### src/rtl/sa_sum_sequencer.sv
// sa_sum_sequencer: per-point clear/issue/drain/publish control for the delay-and-sum path.
module sa_sum_sequencer #(
    parameter int NUM_CHANNELS = 4,
    parameter int NUM_POINTS   = 64,
    parameter int RD_LATENCY   = 2,
    parameter int CH_W         = $clog2(NUM_CHANNELS),
    parameter int PT_W         = NUM_POINTS > 1 ? $clog2(NUM_POINTS) : 1
) (
    input  logic            clk,
    input  logic            reset,
    input  logic            frame_start,
    input  logic            abort,
    input  logic            out_ready,
    output logic            rd_en,
    output logic [CH_W-1:0] ch_sel,
    output logic [PT_W-1:0] pt_idx,
    output logic            start_sum,
    output logic            sum_en,
    output logic            done_channel,
    output logic            busy,
    output logic            frame_done
);
    localparam int DC_W = RD_LATENCY > 1 ? $clog2(RD_LATENCY) : 1;

    typedef enum logic [2:0] {IDLE, WAIT_RDY, CLEAR, ISSUE, DRAIN, FINISH} state_t;

    state_t                state_q, state_d;
    logic [CH_W-1:0]       ch_q, ch_d;
    logic [PT_W-1:0]       pt_q, pt_d;
    logic [DC_W-1:0]       dc_q, dc_d;
    logic [RD_LATENCY-1:0] sr_q, sr_d;
    logic                  rd_q, rd_d, ss_q, ss_d, dn_q, dn_d, busy_q, busy_d, fd_q, fd_d;
    logic                  last_ch, last_pt, last_dc;

    assign last_ch = ch_q == CH_W'(NUM_CHANNELS - 1);
    assign last_pt = pt_q == PT_W'(NUM_POINTS - 1);
    assign last_dc = dc_q == DC_W'(RD_LATENCY - 1);

    always_comb begin
        state_d = state_q;
        ch_d    = ch_q;
        pt_d    = pt_q;
        dc_d    = dc_q;
        case (state_q)
            IDLE: begin
                state_d = frame_start ? WAIT_RDY : IDLE;
                pt_d    = frame_start ? '0 : pt_q;
            end
            WAIT_RDY: state_d = out_ready ? CLEAR : WAIT_RDY;
            CLEAR: begin
                state_d = ISSUE;
                ch_d    = '0;
            end
            ISSUE: begin
                state_d = last_ch ? DRAIN : ISSUE;
                ch_d    = last_ch ? ch_q : ch_q + CH_W'(1);
                dc_d    = '0;
            end
            DRAIN: begin
                state_d = last_dc ? FINISH : DRAIN;
                dc_d    = dc_q + DC_W'(1);
            end
            FINISH: begin
                state_d = last_pt ? IDLE : WAIT_RDY;
                pt_d    = last_pt ? pt_q : pt_q + PT_W'(1);
            end
            default: state_d = IDLE;
        endcase
        // abort overrides every transition, including a frame_start seen in IDLE
        if (abort) state_d = IDLE;
        rd_d   = state_d == ISSUE;
        ss_d   = state_d == CLEAR;
        dn_d   = state_d == FINISH;
        busy_d = state_d != IDLE;
        fd_d   = state_q == FINISH && last_pt && !abort;
        sr_d   = abort ? '0 : RD_LATENCY'({sr_q, rd_q});
    end

    always_ff @(posedge clk) begin
        if (reset) begin
            state_q <= IDLE;
            ch_q    <= '0;
            pt_q    <= '0;
            dc_q    <= '0;
            sr_q    <= '0;
            rd_q    <= 1'b0;
            ss_q    <= 1'b0;
            dn_q    <= 1'b0;
            busy_q  <= 1'b0;
            fd_q    <= 1'b0;
        end else begin
            state_q <= state_d;
            ch_q    <= ch_d;
            pt_q    <= pt_d;
            dc_q    <= dc_d;
            sr_q    <= sr_d;
            rd_q    <= rd_d;
            ss_q    <= ss_d;
            dn_q    <= dn_d;
            busy_q  <= busy_d;
            fd_q    <= fd_d;
        end
    end

    assign rd_en        = rd_q;
    assign ch_sel       = ch_q;
    assign pt_idx       = pt_q;
    assign start_sum    = ss_q;
    assign sum_en       = sr_q[RD_LATENCY-1];
    assign done_channel = dn_q;
    assign busy         = busy_q;
    assign frame_done   = fd_q;
endmodule

### config.mk
export PLATFORM = sky130hd
export DESIGN_NAME = sa_sum_sequencer
export DESIGN_NICKNAME = d
export VERILOG_FILES = /design/src/rtl/sa_sum_sequencer.sv
export SDC_FILE = /design/constraint.sdc
export NUM_CORES = 1
export LEC_CHECK = 0
export CORE_ASPECT_RATIO = 0.9
export CORE_MARGIN = 2
export CORE_UTILIZATION = 34
export DETAILED_ROUTE_END_ITERATION = 8
export DONT_BUFFER_PORTS = 1
export PLACE_DENSITY = 0.56
export SLEW_MARGIN = 0
export SYNTH_ARGS = -nofsm -noshare
export SYNTH_HDL_FRONTEND = slang
export SYNTH_SLANG_ARGS = --single-unit
### constraint.sdc
create_clock -name clk -period 1.7 [get_ports clk]
set_input_delay 0.425 -clock clk [delete_from_list [all_inputs] [get_ports clk]]
set_output_delay 0.425 -clock clk [all_outputs]
set_load 0.02 [all_outputs]
==> reports/metrics.yaml, run 1 <==
clocking:
  path_clk_slew_ns: 0.11
  post_cts_buffers: 0
  cts.sink_count: 19
  insertion_delay_ns: 0.30
  cts-root-buf: "clkbuf_4"
  cts_resized: 0
  htreeDepth: 1
  hold_buffers: 0
  cts_made_buffers: 3
  clock_path_buffers: 2
  cts_tree: "yes"
worst_setup_path:
  worstPathRequired_ns: 1.88
  path_buf_inv: 0
  cp_slowest_cell: "dfxtp_1"
  path_class: "reg -> reg"
  start_kind: "register"
  worst_ep_arrival_time_ns: 1.78
  critical_path.max_stage_delay_ns: 0.51
  cp_max_fo: 9
  path_cells: "and3b_1, o21a_4, nor4_4, o211ai_1"
  cp_top_family: "simple AND/OR/NAND/NOR gates"
  endpoint_kind: "register"
logic_synthesis:
  syn-num-nets: 101
  yosysSeqAreaShare_pct: 43.12
  ys_types: 38
  synth_edf_count: 0
  ys_ff_latch: 19
  yosysWarningCount: 0
  ys.flop_type: "dfxtp_1"
  avgSynthCellArea_um2: 9.384
  postSynthCellCount: 94
  syn-cell-area_um2: 882.1
  synthArstFlopShare_pct: 0
timing:
  clock.fmax_ghz: 0.6249
  slew_headroom_pct: 70.18
  min_period_ns: 1.600
  setup_violations: 0
  worst_pin_slew_ns: 0.4454
  maxSlewViolCount: 0
  hold_violations: 0
  setup_ws_ns: 0.09982
  rsz0062_at_grt: "false"
  fin_crit_sh_pct: 94.13
  finalSetupTns_ns: 0
  fin_skew_ns: 0.002323
finish:
  final_cell_mix: "dfxtp_1, buf_4, nand2_1, nor2_1, a21oi_1"
  stdcell_count: 134
  n_fill_cell: 254
  finalNetCount: 114
  final_common_cell: "dfxtp_1"
  diodes: 0
  syn_to_final_growth_pct: 14.18
  drive_above_1_share_pct: 20.75
global_routing:
  grt_pass1_vias: 683
  track_usage_pct: 13.67
  antenna_found_initial: 0
  grt_overflow_total: 0
  grt_pass1_wl_um: 3036
  grt_max_degree: 12
route:
  vias_per_cell: 5.216
  drtAntennaViolNets: 0
  drc_errors: 0
  vias: 699
  drt_wl_total_um: 1772
  firstDrtPassIters: 4
  drt-initial-drc-count: 10
  wl_per_cell_um: 13.22
worst_hold_path:
  hold_path.class: "in -> reg"
floorplanning:
  core_area_mm2: 0.002467
  fp.dieH_um: 52.32
  die_w_um: 57.69
  initial_core_util_pct: 35.75
  io_pins: 19
  fp-row-count: 17
  dieArea_mm2: 0.003018
power_and_ir_drop:
  vdd_drop_max_v: 0.0005073
  p_per_area_mw_per_mm2: 717.8
  totalPowerFinal_uw: 723.0
  p_leak_uw: 0.0004068
job:
  maxCapViolCount: 0
place:
  place_congestion: 0.7714
  place.port_buffers: 0
  place_ws_ns: 0.1032
  dp_hpwl_um: 1336
  dp_cells: 130
run_status:
  status: "complete, no violations"
final timing paths:
check / from / endpoint / slack (ns) / depth (start not counted)
worst min register to register: sr_q[0] / sr_q[1] / 0.44 / 1
worst max register to register: state_q[1] / busy / 0.1 / 4
worst max-delay path: state_q[1] / busy / 0.1 / 4
worst min-delay path: reset / ch_sel[1] / 0.17 / 1
cell families after synthesis:
logic type,Yosys count,share of synthesized area [%]
simple gates,43,30.64
compound gates,22,17.59
flops,19,43.12
buf+inv,6,3.545
mux,2,2.270
fa+ha+maj,2,2.836
report_power, final:
group | leakage, uW | switching [uW] | internal, uW | total (uW)
logic | 0.000236 | 19.0 | 17.6 | 36.5
registers | 0.000153 | 6.53 | 449 | 455
clock network | 0.0000177 | 143 | 87.8 | 231
total | 0.000407 | 169 | 554 | 723
per-stage QoR:
step                utilization (%)  hold WS [ns]  area [um2]
floorplan                         -        0.4057       882.1
global placement              39.71        0.4135       979.7
detailed placement            39.71        0.4188       979.7
CTS                           40.82        0.1613        1007
global route                  40.82        0.1508        1007
finish                        40.82        0.1709        1007
state kept, by name, indices dropped and copies added, names as in the netlist:
| signal | count |
|---|---|
| rd_en | 1 |
| frame_done | 1 |
| sr_q | 2 |
| state_q | 3 |
| ch_sel | 2 |
| done_channel | 1 |
| busy | 1 |
| dc_q | 1 |
| pt_idx | 6 |
| start_sum | 1 |
cells in the mapped netlist, drive strengths merged, types with 2 or more instances:
| cell type | n | area share [%] |
|---|---|---|
| and3 | 2 | 1.4 |
| nand3 | 5 | 2.8 |
| mux2i | 2 | 2.3 |
| a211o | 2 | 2.1 |
| o21a | 2 | 2.6 |
| ha | 2 | 2.8 |
| nor4b | 2 | 3.7 |
| or3 | 2 | 1.4 |
| and2 | 3 | 2.1 |
| nor2 | 8 | 3.4 |
| dfxtp | 19 | 43 |
| a21oi | 8 | 4.5 |
| o211ai | 3 | 2.6 |
| buf | 2 | 1.8 |
| nand2 | 9 | 3.8 |
| o21ai | 3 | 1.7 |
| inv | 3 | 1.3 |
layout make-up:
type	count	area [um2]	area share (%)
Tap cell	28	35.03	3.478
Inverter	3	11.26	1.118
Sequential cell	19	380.4	37.76
Clock buffer	3	22.52	2.236
Timing Repair Buffer	11	82.58	8.199
Multi-Input combinational cell	69	470.5	46.71
Clock inverter	1	5.005	0.4969
metal layers:
metal | track usage [%] | vias up | wire, um
met5 | 0 | - | 0
met4 | 6.977 | 0 | 38
met3 | 5.432 | 4 | 109
met2 | 22.54 | 14 | 815
met1 | 15.25 | 317 | 808
li1 | - | 364 | -
No activity file was read; power rests on OpenSTA's default activity.
==> inputs of run 2 (changes only) <==
- SKIP_CTS_REPAIR_TIMING: default -> 1
==> results of run 2 <==
Same layout as run 1: the final DEF is identical, and so are final timing and power.
==> inputs of run 3 (changes only) <==
- CTS_BUF_LIST: default -> sky130_fd_sc_hd__clkbuf_4 sky130_fd_sc_hd__clkbuf_8
- PLACE_DENSITY: 0.56 -> default
- PLACE_DENSITY_LB_ADDON: default -> 0.05
==> run 3 against run 2 <==
Against the previous run:
- die area stayed put
- setup slack better by 0.024 ns
- sequential power about the same
- critical path depth did not move
- count of clock-buffer cells in the layout is the same
- sequential share of layout area did not move
- hold slack got worse by 0.0075 ns
- via count grew 0.43%
- maximum frequency is 1.5% higher
- total power is 1.1% higher
- clock skew grew 0.0096 ns
- non-clock buffer count unchanged
- critical path type unchanged
- largest power group unchanged
==> reports/metrics.yaml, run 3 (same netlist as run 1, synthesis figures left out) <==
finish:
  diodes: 0  # unchanged
  largest_register_ffs: 6  # unchanged
  n_fill_cell: 260  # +2.4%
  multi_input_area_um2: 470.5  # unchanged
  finalNetCount: 114  # unchanged
  final_cell_mix: "dfxtp_1, buf_4, nand2_1, nor2_1, a21oi_1"
  drive_above_1_share_pct: 20.75  # unchanged
  syn_to_final_growth_pct: 14.18  # unchanged
  final_common_cell: "dfxtp_1"
  register_area_um2: 380.4  # unchanged
worst_setup_path:
  path_cells: "or3b_1, a21oi_1, nor4_4, o21a_1"
  rr_endpoint: "start_sum"
  endpoint_kind: "register"
  rr_worst_depth: 4  # unchanged
  crit_start: "state_q[0]"
  cp_slowest_cell: "dfxtp_1"
  r2r_slack_ns: 0.12  # +0.02 ns
  start_kind: "register"
  critical_path.max_stage_delay_ns: 0.59  # +0.08 ns
  worst_ep_arrival_time_ns: 1.78  # about the same
  rr_startpoint: "state_q[0]"
  path_class: "reg -> reg"
  cp_max_fo: 11  # +2
  worstPathRequired_ns: 1.90  # +0.02 ns
clocking:
  cts_tree: "yes"
  htreeDepth: 1  # unchanged
  cts-root-buf: "clkbuf_4"
  path_clk_slew_ns: 0.12  # about the same
  clock_path_buffers: 2  # unchanged
  insertion_delay_ns: 0.31  # about the same
  cts_made_buffers: 3  # unchanged
  cts.sink_count: 19  # unchanged
worst_hold_path:
  hold_path.class: "in -> reg"
  hold_path_end: "ch_sel[1]"
  hp-start: "reset"
  whs_path_depth: 1  # unchanged
route:
  drtAntennaViolNets: 0  # unchanged
  drc_errors: 0  # unchanged
  drt-initial-drc-count: 16  # +6
  drt_wl_total_um: 1846  # +4.2%
  firstDrtPassIters: 4  # unchanged
  vias: 702  # +0.43%
  vias_per_cell: 5.239  # +0.43%
  wl_per_cell_um: 13.78  # +4.2%
timing:
  min_period_ns: 1.576  # -0.02425 ns
  setup_violations: 0  # unchanged
  finalSetupTns_ns: 0  # unchanged
  fin_crit_sh_pct: 92.70  # -1.4 points
  hold_violations: 0  # unchanged
  slew_headroom_pct: 71.82  # +1.6 points
  maxSlewViolCount: 0  # unchanged
  clock.fmax_ghz: 0.6345  # +1.5%
  worst_pin_slew_ns: 0.4221  # -0.02334 ns
  fin_skew_ns: 0.01191  # +0.009590 ns
  rsz0062_at_grt: "false"
  setup_ws_ns: 0.1241  # +0.02425 ns
floorplanning:
  io_pins: 19  # unchanged
  fp.dieH_um: 52.32  # unchanged
  core_area_mm2: 0.002467  # unchanged
  die_w_um: 57.69  # unchanged
  dieArea_mm2: 0.003018  # unchanged
  initial_core_util_pct: 35.75  # unchanged
  fp-row-count: 17  # unchanged
place:
  place_ws_ns: 0.1359  # +0.03263 ns
  dp_hpwl_um: 1413  # +5.8%
  place.port_buffers: 0  # unchanged
  place_congestion: 0.7777  # +0.82%
power_and_ir_drop:
  vdd_drop_max_v: 0.0005628  # +11%
  p_leak_uw: 0.0004064  # -0.10%
  p_per_area_mw_per_mm2: 726.0  # +1.1%
run_status:
  status: "complete, no violations"
job:
  maxCapViolCount: 0  # unchanged
global_routing:
  antenna_found_initial: 0  # unchanged
  grt_max_degree: 12  # unchanged
  grt_pass1_wl_um: 3015  # -0.69%
  grt_overflow_total: 0  # unchanged
  track_usage_pct: 13.36  # -0.31 points
  grt_pass1_vias: 636  # -6.9%
-- run 3: cell counts in the layout (fill, tap and decap cells not counted) --
Identical to the previous run, type by type.
-- run 3: per-layer routing --
metal / GRT usage [%] / routed length [um] / vias to the layer above
li1: - / - / 367
met1: 19.13 / 1004 / 317
met2: 18.18 / 702 / 16
met3: 6.173 / 123 / 2
met4: 2.326 / 14 / 0
met5: 0 / 0 / -
-- run 3: worst max-delay path by stage --
| stage | endpoint | slack (ns) | cells past startpoint |
|---|---|---|---|
| 6_report | start_sum | 0.12 | 4 |
| 2_1_floorplan | busy | 0.03 | 5 |
| 4_1_cts | start_sum | 0.11 | 4 |
| 5_1_grt | pt_idx[3] | 0.01 | 5 |
| 3_3_place_gp | start_sum | 0.11 | 4 |
| 3_5_place_dp | start_sum | 0.14 | 4 |
-- run 3: worst max-delay path, delay by kind of cell, from the launching register on --
family,cells,cell delay [ns]
flip-flops,1,0.59
AND/OR/NAND/NOR,2,0.47
AO/OA/AOI/OAI,2,0.42
-- run 3: report_power, final --
group | internal, uW | leakage, uW | switching, uW
Sequential | 449 | 0.000153 | 8.28
Combinational | 18.3 | 0.000235 | 17.8
Clock | 87.8 | 0.0000177 | 150
-- run 3: layout make-up --
type                            instances  area share, %
Multi-Input combinational cell         69          46.71
Inverter                                3          1.118
Sequential cell                        19          37.76
Tap cell                               28          3.478
Timing Repair Buffer                   11          8.199
Clock inverter                          1         0.4969
Clock buffer                            3          2.236
-- run 3: through the flow --
| stage | instance area (um2) | util (%) | total power (uW) | instances | hold slack, ns |
|---|---|---|---|---|---|
| finish | 1007 | 40.82 | 731.2 | 134 | 0.1634 |
| global route | 1007 | 40.82 | 766.4 | 134 | 0.1509 |
| CTS | 1007 | 40.82 | 743.5 | 134 | 0.1554 |
| detailed placement | 979.7 | 39.71 | 503.5 | 130 | 0.4261 |
| global placement | 979.7 | 39.71 | 503.6 | 130 | 0.4225 |
| floorplan | 882.1 | - | 497.6 | 94 | 0.4057 |
